$ cat src/rtl/rr_arb_pkg.sv
// Shared types and helpers for the rr_arb_4 round-robin arbiter.
package rr_arb_pkg;

    typedef enum logic {
        IDLE  = 1'b0,
        GRANT = 1'b1
    } state_t;

    localparam int DEFAULT_MAX_HOLD = 8;

    function automatic int clog2(input int v);
        int r;
        r = 0;
        while ((1 << r) < v) r++;
        return r;
    endfunction

endpackage

$ cat src/rtl/rr_arb_4_pick.sv
// Combinational rotating-priority picker: rotate by ptr, take lowest set bit, rotate back.
module rr_pick
    import rr_arb_pkg::*;
#(
    parameter int N  = 4,
    parameter int PW = clog2(N)
) (
    input  logic [N-1:0]  req,
    input  logic [PW-1:0] ptr,
    input  logic [N-1:0]  excl,
    output logic [N-1:0]  pick,
    output logic [PW-1:0] pick_idx,
    output logic          any
);

    logic [N-1:0]  cand;
    logic [N-1:0]  rot;
    logic [PW-1:0] sel;

    // Modulo-N add without a divider; both operands are already below N.
    function automatic logic [PW-1:0] wrap_add(input logic [PW-1:0] a, input logic [PW-1:0] b);
        logic [PW:0] s;
        s = {1'b0, a} + {1'b0, b};
        if (s >= (PW+1)'(N)) s = s - (PW+1)'(N);
        return s[PW-1:0];
    endfunction

    always_comb begin
        cand = req & ~excl;
        rot  = '0;
        for (int i = 0; i < N; i++) rot[i] = cand[wrap_add(ptr, PW'(i))];
        any = |rot;
        sel = '0;
        for (int i = N - 1; i >= 0; i--) begin
            if (rot[i]) sel = PW'(i);
        end
        pick_idx = wrap_add(ptr, sel);
        pick     = '0;
        if (any) pick[pick_idx] = 1'b1;
    end

endmodule

$ cat src/rtl/rr_arb_4.sv
// Round-robin arbiter with registered one-hot grant and MAX_HOLD preemption.
// Define RR_ARB_GNT_ID_EN to add the registered binary owner index output gnt_id.
module rr_arb_4
    import rr_arb_pkg::*;
#(
    parameter int N        = 4,
    parameter int MAX_HOLD = DEFAULT_MAX_HOLD
) (
    input  logic         clk,
    input  logic         rst_n,
    input  logic [N-1:0] req,
    output logic [N-1:0] gnt,
    output logic         gnt_valid,
    output logic         preempt
`ifdef RR_ARB_GNT_ID_EN
    ,
    output logic [clog2(N)-1:0] gnt_id
`endif
);

    localparam int PW = clog2(N);
    localparam int HW = clog2(MAX_HOLD) + 1;
    localparam logic [HW-1:0] HOLD_LAST = HW'(MAX_HOLD - 1);

    state_t        state, state_n;
    logic [PW-1:0] ptr, ptr_n;
    logic [PW-1:0] own, own_n;
    logic [HW-1:0] hold_cnt, hold_n;
    logic [N-1:0]  gnt_n;
    logic          preempt_n;

    logic [PW-1:0] nxt_ptr;
    logic [PW-1:0] pick_ptr;
    logic [N-1:0]  excl;
    logic [N-1:0]  pick;
    logic [PW-1:0] pick_idx;
    logic          any;

    // While granting, search from owner+1 and mask the owner out; a releasing
    // owner has req low anyway, so the mask only matters for preemption.
    assign nxt_ptr  = (own == PW'(N - 1)) ? '0 : own + PW'(1);
    assign pick_ptr = (state == GRANT) ? nxt_ptr : ptr;
    assign excl     = (state == GRANT) ? gnt : '0;

    rr_pick #(
        .N  (N),
        .PW (PW)
    ) u_pick (
        .req      (req),
        .ptr      (pick_ptr),
        .excl     (excl),
        .pick     (pick),
        .pick_idx (pick_idx),
        .any      (any)
    );

    always_comb begin
        state_n   = state;
        ptr_n     = ptr;
        own_n     = own;
        hold_n    = hold_cnt;
        gnt_n     = gnt;
        preempt_n = 1'b0;
        case (state)
            IDLE: begin
                if (any) begin
                    gnt_n   = pick;
                    own_n   = pick_idx;
                    hold_n  = '0;
                    state_n = GRANT;
                end
            end
            GRANT: begin
                if (req[own]) begin
                    if (hold_cnt < HOLD_LAST) begin
                        hold_n = hold_cnt + HW'(1);
                    end else if (any) begin
                        ptr_n     = nxt_ptr;
                        gnt_n     = pick;
                        own_n     = pick_idx;
                        hold_n    = '0;
                        preempt_n = 1'b1;
                    end else begin
                        hold_n = '0;
                    end
                end else begin
                    ptr_n  = nxt_ptr;
                    hold_n = '0;
                    if (any) begin
                        gnt_n = pick;
                        own_n = pick_idx;
                    end else begin
                        gnt_n   = '0;
                        state_n = IDLE;
                    end
                end
            end
            default: begin
                gnt_n   = '0;
                state_n = IDLE;
            end
        endcase
    end

    always_ff @(posedge clk or negedge rst_n) begin
        if (!rst_n) begin
            state     <= IDLE;
            ptr       <= '0;
            own       <= '0;
            hold_cnt  <= '0;
            gnt       <= '0;
            gnt_valid <= 1'b0;
            preempt   <= 1'b0;
        end else begin
            state     <= state_n;
            ptr       <= ptr_n;
            own       <= own_n;
            hold_cnt  <= hold_n;
            gnt       <= gnt_n;
            gnt_valid <= |gnt_n;
            preempt   <= preempt_n;
        end
    end

`ifdef RR_ARB_GNT_ID_EN
    assign gnt_id = own;
`endif

endmodule

$ cat config.mk
export PLATFORM = sky130hd
export DESIGN_NAME = rr_arb_4
export DESIGN_NICKNAME = d
export VERILOG_FILES = /design/src/rtl/rr_arb_pkg.sv /design/src/rtl/rr_arb_4_pick.sv /design/src/rtl/rr_arb_4.sv
export SDC_FILE = /design/constraint.sdc
export NUM_CORES = 1
export LEC_CHECK = 0
export ABC_AREA = 1
export CAP_MARGIN = 40
export CORE_ASPECT_RATIO = 0.7
export CORE_UTILIZATION = 50
export DETAILED_ROUTE_END_ITERATION = 10
export PLACE_DENSITY_LB_ADDON = 0.05
export SLEW_MARGIN = 20
export SYNTH_ARGS = -nofsm -noshare
export SYNTH_HDL_FRONTEND = slang
export SYNTH_SLANG_ARGS = --single-unit
$ cat constraint.sdc
create_clock -name clk -period 4.6 [get_ports clk]
set_input_delay 0.69 -clock clk [delete_from_list [all_inputs] [get_ports clk]]
set_output_delay 0.69 -clock clk [all_outputs]
set_load 0.1 [all_outputs]
# Word level (Yosys, flattened, before mapping)
# Cells that the tools add are included.
# word_totals
word_cells	89
ff_bits	15
# op_classes
n_mux	46
order_cmp	13
n_eq_ne	5
add_sub_neg	11
n_bitwise	3
n_reduce_logical	4
# op_table
cell	n
$mux 2	17
$mux 4	8
$lt 2x3->1 const B	6
$pmux 4 s2	2
$ge 3x3->1 const B	4
$mux 1	11
$bmux 1 s2	5
$sub 2x1->2 const B	5
$reduce_or 4->1	2
$add 2x2->3 const B	2
$ne 2x2->1 const B	3
$add 4x1->4 const B	1
$and 4x4->4	1
$lt 4x3->1 const B	1
$not 4->4	1
$pmux 2 s2	1
$add 2x1->3 const B	1
$add 2x2->3	1
$ge 2x3->1 const B	1
$ne 3x3->1 const B	1
$reduce_and 3->1	1
$add 2x1->2 const B	1
$demux 1 s2	1
$eq 2x2->1 const B	1
4 further kinds	4

# Logic depth before layout (Yosys ltp)
# Gate-level depths: netlist of run 1.
# logic_depth
word_depth	24
ltp_mapped	19
mapped_depth_nobuf	19

# Modules after synthesis
# From an unflattened synthesis of run 1, not the netlist that was laid out.
# unflattened
cells_unflattened	185
hier_area_um2	1173.6
# modules_own_cells
mod	area_per_inst_um2	cells_each	instances
rr_arb_4	903.4	129	1
rr_pick	270.3	56	1

# Least setup slack after synthesis of run 1
# No wires, ideal clock.
# synth_path
path_kind	flip-flop to flip-flop
from	reg gnt[1]
to	reg gnt_valid
t_arrival_ps	2348
path_stages_with_launch	19
setup_slack_ps	2134
t_required_ps	4481
period_less_slack_ps	2466
setup_ps	119
cell_sequence	dfrtp_1 > nand2_2 > nand2_2 > inv_2 > nand2_1 > nand2_1 > nand2_1 > nand2_2 > a21oi_1 > nor2_1 > ha_1 > xor2_1 > inv_1 > nand2_1 > nand2_2 > nand2_1 > nand2_1 > nor2_1 > nand2_1
# synth_via
elab_chain_len	21
elab_cells_between_ends	31
cone_classes	add/sub (2); order compare (3); mux (21); bitwise (2); reduce/logical (3)
# synth_lines
element	line_no	rtl
start: declaration	rr_arb_4.sv:12	output logic [N-1:0] gnt,
start signal: assignment	rr_arb_4.sv:119	gnt <= gnt_n;
$mux 4 *	rr_arb_4.sv:43	assign excl = (state == GRANT) ? gnt : '0;
$not 4->4 *	rr_arb_4_pick.sv:29	cand = req & ~excl;
$and 4x4->4 *	rr_arb_4_pick.sv:29	
$bmux 1 s2	rr_arb_4_pick.sv:31	for (int i = 0; i < N; i++) rot[i] = cand[wrap_add(ptr, PW'(i))];
$mux 1 (implied by the code)	rr_arb_4_pick.sv:31	
$mux 2 (4 in series)	rr_arb_4_pick.sv:35	if (rot[i]) sel = PW'(i);
$add 2x2->3	rr_arb_4_pick.sv:23	s = {1'b0, a} + {1'b0, b};
$ge 3x3->1 or $sub 2x1->2 (tied branches)	rr_arb_4_pick.sv:24	if (s >= (PW+1)'(N)) s = s - (PW+1)'(N);
[3 not listed]	n/a	
$mux 1 (implied by the code)	rr_arb_4_pick.sv:39	if (any) pick[pick_idx] = 1'b1;
$demux 1 s2	n/a	
$mux 4	rr_arb_4.sv:66, rr_arb_4.sv:77	
$mux 4	rr_arb_4.sv:75	if (hold_cnt < HOLD_LAST) begin
$mux 4	rr_arb_4.sv:74	if (req[own]) begin
$pmux 4 s2 *	rr_arb_4.sv:64	case (state)
via gnt_n[0]	rr_arb_4.sv:29	logic [N-1:0] gnt_n;
$reduce_or 4->1 *	rr_arb_4.sv:120	gnt_valid <= |gnt_n;
end signal: assignment	rr_arb_4.sv:120	
end: declaration	rr_arb_4.sv:13	output logic gnt_valid,
# Mark *: on every way through the listed nets, which the timed path passes. The rest lies on a longest branch. The select of a mux whose other input is x is not followed.
# A chain may end at the register's enable or synchronous reset.

# Final worst setup path of run 1
# layout_path
from	reg state
to	reg gnt_valid
# layout_via
elab_chain_len	22
elab_cells_between_ends	48
cone_classes	add/sub (9); order compare (7); mux (26); bitwise (3); reduce/logical (3)
# layout_lines
element	line_no	rtl
start: declaration	rr_arb_4.sv:25	state_t state, state_n;
start signal: assignment	rr_arb_4.sv:115	state <= state_n;
$mux 2	rr_arb_4.sv:42	assign pick_ptr = (state == GRANT) ? nxt_ptr : ptr;
$add 2x2->3	rr_arb_4_pick.sv:23	
$ge 3x3->1 or $sub 2x1->2 (tied branches)	rr_arb_4_pick.sv:24	
$mux 2	rr_arb_4_pick.sv:24	
$bmux 1 s2	rr_arb_4_pick.sv:31	
$mux 1 (implied by the code)	rr_arb_4_pick.sv:31	
$mux 2 (4 in series)	rr_arb_4_pick.sv:35	
$add 2x2->3	rr_arb_4_pick.sv:23	
[4 not listed]	n/a	
$mux 1 (implied by the code)	rr_arb_4_pick.sv:39	
$demux 1 s2	n/a	
$mux 4	rr_arb_4.sv:66, rr_arb_4.sv:77	
$mux 4	rr_arb_4.sv:75	
$mux 4	rr_arb_4.sv:74	
$pmux 4 s2 *	rr_arb_4.sv:64	
via gnt_n[1]	rr_arb_4.sv:29	
$reduce_or 4->1 *	rr_arb_4.sv:120	
# Marked as above.

==> results of run 1 <==
[final cells by class]
| class | count | share of cell area, % |
|---|---|---|
| inverter | 18 | 4.89 |
| timing repair buffer | 17 | 14.5 |
| tap | 30 | 2.72 |
| multi-input combinational | 138 | 48.8 |
| clock buffer | 4 | 1.90 |
| sequential | 15 | 27.2 |
[worst max path at each step]
| stage | from | endpoint | slack, ps | depth (start not counted) |
|---|---|---|---|---|
| 3_5_place_dp | req[0] | gnt_valid | 1720 | 17 |
| 3_3_place_gp | req[0] | gnt_valid | 1840 | 17 |
| 4_1_cts | state | gnt_valid | 1940 | 18 |
| 5_1_grt | state | gnt_valid | 1650 | 18 |
| 2_1_floorplan | gnt[1] | gnt_valid | 2130 | 18 |
| 6_report | state | gnt_valid | 1930 | 18 |
[routing by layer]
layer,vias to the layer above,GRT usage [%],share of wire (%)
met5,-,0,0
met4,0,3.81,0
met3,0,6.54,9.2
met2,44,34.5,43
met1,502,37.2,48
li1,577,-,-
[placed cells by master, fill, tap and decap left out, types with 2 or more instances in the layout]
cell	n
o21ai_0	5
o21ai_2	2
nor2_1	14
nand3_1	12
nand2_4	3
inv_2	3
clkdlybuf4s50_1	11
ha_1	3
a21oi_1	4
o21ai_1	3
nand2_2	14
dfrtp_1	15
inv_1	15
buf_8	6
nand2_1	72
clkbuf_4	3
[flip-flops by register name (all words and copies together) (netlist names)]
name / flops
gnt: 4
gnt_valid: 1
hold_cnt: 4
own: 2
preempt: 1
ptr: 2
state: 1
[through the flow]
| step | area, um2 | instances | setup WS [ps] |
|---|---|---|---|
| 2_1_floorplan | 1130 | 172 | 2130 |
| 3_3_place_gp | 1260 | 212 | 1840 |
| 3_5_place_dp | 1360 | 218 | 1720 |
| 4_1_cts | 1380 | 222 | 1940 |
| 5_1_grt | 1380 | 222 | 1650 |
| 6_report | 1380 | 222 | 1930 |
[cell families (layout without fill, tap and decap cells)]
group,count (synthesis),count (layout),share of synthesized area (%)
adder cells (fa/ha/maj),3,3,3.33
buffers and inverters,19,39,6.98
AND/OR/NAND/NOR,119,119,48.0
XOR/XNOR,1,1,0.776
AO/OA/AOI/OAI,15,15,7.65
flip-flops,15,15,33.3
[worst max-delay path, stage by stage, from the launching register on]
cell and delay, ps:
dfrtp_1 710, inv_2 170, nand2_1 110, nand2_2 100, nand2_1 90, nand2_1 90, nand2_1 80, nand2_1 90
a21oi_1 170, nor2_1 60, ha_1 190, xor2_1 200, inv_1 60, nand2_1 80, nand2_2 80, nand2_1 70
nand2_1 60, nor2_1 110, nand2_1 50
==> results.md, run 1 <==
- The run finished with clean final reports.
- The first detailed-routing pass took 4 iterations.
- The synthesized area per cell is 6.56 um2.
- Sequential cells were found to cover 33.3% of the synthesized design area.
- Setup repair after global routing left no endpoint under its margin.
- In the routed design, unresolved DRC markers number 0.
- The number of antenna violations at the first check in global routing was 0.
- Entering global routing, the biggest net connects 16 pins.
- The die width is 58.8 um.
- The synthesized design contains 15 register bits.
- The buffers inserted during post-CTS setup optimization is 0.
- The end of the worst hold path is hold_cnt[3].
- The aggregate routed wire length is 2710 um.
- Synthesis produced 172 cells.
- The total count of max-transition violations in the final report came to 0.
- The category of the most critical setup path is register to register.
- The count of antenna-violating nets left after detailed routing is 0.
- The most used flip-flop cell after synthesis is dfrtp_1.
- No sink is reached through more buffers than the 2 on the longest clock path.
- The total I/O pin count is 12.
- The launch instance of the worst min-delay path is hold_cnt[3].
- The total area inside the core boundary comes to 1980 um2.
- The filler cells instantiated in the layout total 162.
- The total number of yosys warnings is 0.
- The clock transition time at the flip-flop clock pins of the worst setup and hold paths is 90 ps.
- Across all hold checks on the routed design, the worst slack comes to 497 ps.
- For the pin with the worst max-slew slack, the measured transition is 678 ps.
- The final critical delay including setup and external delays is 2670 ps.
- In the post-synthesis netlist, the biggest area contributors are dfrtp_1, nand2_1, nand2_2.
- The via count of the first global-routing pass is 964.
- At the end of routability-driven placement, the weighted congestion stood at 1.01.
- The origin of the critical flop-to-flop path is state.
- The source-to-sink clock delay at the later pin of the worst-skew pair is 280 ps.
- The final-stage net count is 202.
- The final setup violation count is 0.
- The worst hold path belongs to the class register to register.
- The total negative slack is 0 ps.
- By instance count, the leading cell after synthesis is nand2_1.
- Port buffering added 11 buffers.
- The wire length of the first global-routing pass is 4490 um.
- The remaining global-route overflow is 0.
- In the final layout, the multi-input gates occupy 674 um2.
- The number of diodes added for antenna fixing is 0.
- The biggest area consumer among synthesized cells is dfrtp_1.
- Registers take 375 um2.
- The final-report hold violation count is 0.
- After synthesis, the share of flip-flops with an asynchronous set or reset is 100%.
- The clock sink count is 15.
- The die boundary height is 41.8 um.
- Dividing the detail-routed via count by the number of cells gives 5.06.
- TritonCTS built the clock tree.
- The period utilization is 58.1%.
- CTS built an H-tree with a depth of 1.
- Cells fill 69.6% of the core in the end.
- The relative max-transition margin is 54.7%.
- Data arrives at the worst endpoint at 2860 ps.
- TritonCTS created 3 clock buffers.
- The layout-stage area growth over the synthesis result is 22.4%.
- The clock skew is 2.95 ps.
- The number of instances resized during post-cts repair is 0.
- The post-route netlist has 18.2% of its cells at a drive strength greater than 1.
- Counting cells, the worst reg-to-reg path comes to 18.
- After synthesis, the netlist uses 20 different library cells.
- Counting instances, the worst hold path has a depth of 2.
- In this run the cell area of the synthesized design comes to 1130 um2.
- The initial core utilization is 56.9%.
- The number of flops mapped to enable cells by yosys is 0.
- Global routing used 24.4% of the available tracks.
- In the final routed layout, each cell accounts on average for 12.2 um.
- The slack of the worst reg-to-reg path is 1930 ps.
- In this run, post-CTS hold repair placed 0 buffers.
- The number of nets in the synthesized netlist is 181.
- After floorplanning, the core was divided into 13 placement rows.
- The top fanout value on the critical path is 13.
- The die covers 2450 um2.
- The highest clock frequency the design can meet is 374 MHz.
- STA puts the critical path data required time at 4780 ps.
- By count the netlist is led by nand2_1, dfrtp_1, inv_1, nand2_2, nor2_1.
- The cell at the root of the clock tree is clkbuf_4.
- The fraction of synthesized cell area taken by the top area cell type is 33.3%.
- The placed wire-length estimate after detailed placement is 2160 um.
- The capture point of the worst reg-to-reg path is gnt_valid.
- The number of max-cap violations is 0.
- In this run, the number of DRC markers left after iteration 0 of detailed routing was 78.
- The element type at the critical path start is a register.
- The routed via count is 1123.
- The worst setup path is captured at a register.
Power of run 1 is left out: the tool's default activity adds up to more than one toggle a clock period on the data nets, which glitch-free logic cannot reach.
==> run 2, diff against run 1 <==
==> constraint.sdc (replaced) <==
create_clock -name clk -period 2.3 [get_ports clk]
set_input_delay 0.345 -clock clk [delete_from_list [all_inputs] [get_ports clk]]
set_output_delay 0.345 -clock clk [all_outputs]
set_load 0.1 [all_outputs]
==> results.md, run 2 (synthesis gave the netlist of run 1 again) <==
- The per-cell routed wire length is 14.9 um (was 12.2 um).
- The die area was 2450 um2 (unchanged).
- The wire length on met1 is 1590 um (was 1290 um).
- The required time at the worst-slack endpoint is 2480 ps (was 4780 ps).
- The worst setup slack after layout is -156 ps (was 1930 ps).
- The element type at the critical path start was a register (unchanged).
- The via count of the first global-routing pass is 1095 (was 964).
- The initial core utilization is 56.9% (unchanged).
- The detail-routed via count per cell was 5.35 (was 5.06).
- The slack of the worst reg-to-reg path is -160 ps (was 1930 ps).
- Setup repair after global routing missed its margin: yes (was no).
- The worst hold-check path type is input port to async pin (was register to register).
- The total count of max-transition violations in the final report came to 0 (unchanged).
- The arrival time at the worst endpoint is 2640 ps (was 2860 ps).
- The period utilization came to 107% (was 58.1%).
- The number of detailed-routing iterations run before antenna repair came to 4 (unchanged).
- The highest clock frequency the design can meet was 407 MHz (was 374 MHz).
- The number of diodes added for antenna fixing came to 0 (unchanged).
- The die boundary height came to 41.8 um (unchanged).
- The kind of end point of the critical path was a register (unchanged).
- The category of the most critical setup path is register to register (unchanged).
- The placed wire-length estimate after detailed placement is 2270 um (was 2160 um).
- The final critical delay including setup and external delays came to 2460 ps (was 2670 ps).
- The number of antenna violations at the first check in global routing is 0 (unchanged).
- The detailed route wirelength on metal3 came to 347 um (was 250 um).
- The total clock buffers created by CTS came to 3 (unchanged).
- The die width is 58.8 um (unchanged).
- The top fanout value on the critical path is 5 (was 13).
- The final cell utilization of the core is 84.7% (was 69.6%).
- The DRC marker count from the first detailed-route iteration came to 121 (was 78).
- The routed via count was 1317 (was 1123).
- The highest metal layer with signal wires is met4 (was met3).
- The number of buffers between clock root and the deepest sink is 2 (unchanged).
- The count of antenna-violating nets left after detailed routing is 0 (unchanged).
- The total I/O pin count came to 12 (unchanged).
- Largest registers ranked by flip-flop count: gnt: 4 flops, hold_cnt: 4 flops (unchanged).
- The overall track demand over capacity in global routing came to 28.7% (was 24.4%).
- The final-report hold violation count is 0 (unchanged).
- The source-to-sink clock delay at the later pin of the worst-skew pair is 290 ps (was 280 ps).
- The area of the core is 1980 um2 (unchanged).
- The clock sink count came to 15 (unchanged).
- The most common cell after layout, fill and taps aside was nand2_1 (unchanged).
- The DRC violation count after routing was 0 (unchanged).
- The count of filler cells inserted in the layout is 111 (was 162).
- The relative max-transition margin is 52.7% (was 54.7%).
- Most used cells in the layout excluding fill and tap cells: nand2_1, buf_4, nand2_2 (was nand2_1, inv_1, dfrtp_1).
- The layout-stage area growth over the synthesis result is 49.0% (was 22.4%).
- The transition at the pin with the smallest max-transition slack is 707 ps (was 678 ps).
- The cell at the root of the clock tree is clkbuf_4 (unchanged).
- The clock skew was 3.68 ps (was 2.95 ps).
- The hold buffer count at CTS is 0 (unchanged).
- The wire length of the first global-routing pass is 5160 um (was 4490 um).
- The weighted congestion reported at the end of routability-driven placement is 1.00 (was 1.01).
- The final-stage net count is 226 (was 202).
- The final reports fail on setup timing.
- The aggregate routed wire length is 3650 um (was 2710 um).
- The count of port buffers added during placement is 11 (unchanged).
- The cell row count came to 13 (unchanged).
- The total length of routed met2 wires is 1600 um (was 1170 um).
- The number of max-cap violations is 0 (unchanged).
- The CTS tree is done (unchanged).
- The clock transition time at the flip-flop clock pins of the worst setup and hold paths is 90 ps (about the same).
- The worst slack at placement was -180 ps (was 1720 ps).
- The CTS H-tree depth is 1 (unchanged).
- Run status: complete, but fails checks (was complete, no violations).
- The fraction of final layout cells with drive strength greater than 1 is 46.8% (was 18.2%).
- The remaining global-route overflow is 0 (unchanged).
- The largest net degree at the start of global routing came to 16 (unchanged).
- The depth of the most critical reg-to-reg path came to 19 (was 18).
- The final setup violation count is 7 (was 0).
-- run 2: cell count changes in the layout (fill, tap and decap cells not counted), moves of 6 or more --
| cell | before | now |
|---|---|---|
| buf_4 | 0 | 32 |
| clkdlybuf4s50_1 | 11 | 5 |
| buf_8 | 6 | 0 |
| nand2_1 | 72 | 51 |
| nand2_2 | 14 | 29 |
-- run 2: critical path, cell delays in order (launching register included) --
cell and delay (ps):
dfrtp_1 430, buf_6 150, nand2_2 80, o21ai_4 90
buf_12 140, nand2_1 120, nand2_4 90, nand2_2 80
nand2_2 70, a21oi_2 110, nor2_1 60, ha_2 190
xor2_2 200, inv_1 80, nand2_2 90, nand2_4 70
nand2_2 80, nand2_2 60, nor2_1 90, nand2_1 70
-- run 2: area by class of cell --
cell class	instances	area [um2]	share of cell area [%]
well taps	30	37.5	2.23
flip-flops and latches	15	382	22.7
clock buffers	4	26.3	1.56
repair buffers	41	344	20.5
multi-input cells	138	825	49.0
inverters	18	67.6	4.02
-- run 2: final timing paths --
check                              end   startpoint
max                          gnt_valid       own[0]
min                        hold_cnt[2]        rst_n
max reg2reg                  gnt_valid       own[0]
min reg2reg                hold_cnt[3]  hold_cnt[3]
max in group asynchronous       gnt[2]        rst_n
min in group clk           hold_cnt[3]  hold_cnt[3]
-- run 2: timing repair --
| item | CTS | global route |
|---|---|---|
| pin swaps | 23 | 16 |
| setup buffers | 9 | 3 |
| resized for setup | 19 | 25 |
| setup endpoints to repair | 1 | 13 |
-- run 2: per-layer routing --
metal,vias up,track usage (%)
li1,626,-
met1,600,41.7
met2,73,40.7
met3,18,7.48
met4,0,9.05
met5,-,0
-- run 2: metrics by stage --
stage | hold WS [ps] | std cells | cell area [um2] | TNS, ps
6_report | 472 | 246 | 1680 | -442
2_1_floorplan | 49.4 | 172 | 1130 | 0
5_1_grt | 530 | 246 | 1680 | -1510
3_5_place_dp | 504 | 230 | 1390 | -201
4_1_cts | 494 | 243 | 1550 | -7.96
3_3_place_gp | 477 | 230 | 1390 | -118
Power of run 2 is left out for the same reason.
==> run 3, diff against run 2 <==
--- a/config.mk
+++ b/config.mk
@@ -10,6 +10,7 @@
 export CORE_ASPECT_RATIO = 0.7
 export CORE_UTILIZATION = 50
 export DETAILED_ROUTE_END_ITERATION = 10
+export GPL_ROUTABILITY_DRIVEN = 0
 export PLACE_DENSITY_LB_ADDON = 0.05
 export SLEW_MARGIN = 20
 export SYNTH_ARGS = -nofsm -noshare
==> results of run 3 <==
The final DEF is identical to that of run 2; final timing and power are the same.
Power of run 3 is left out for the same reason.
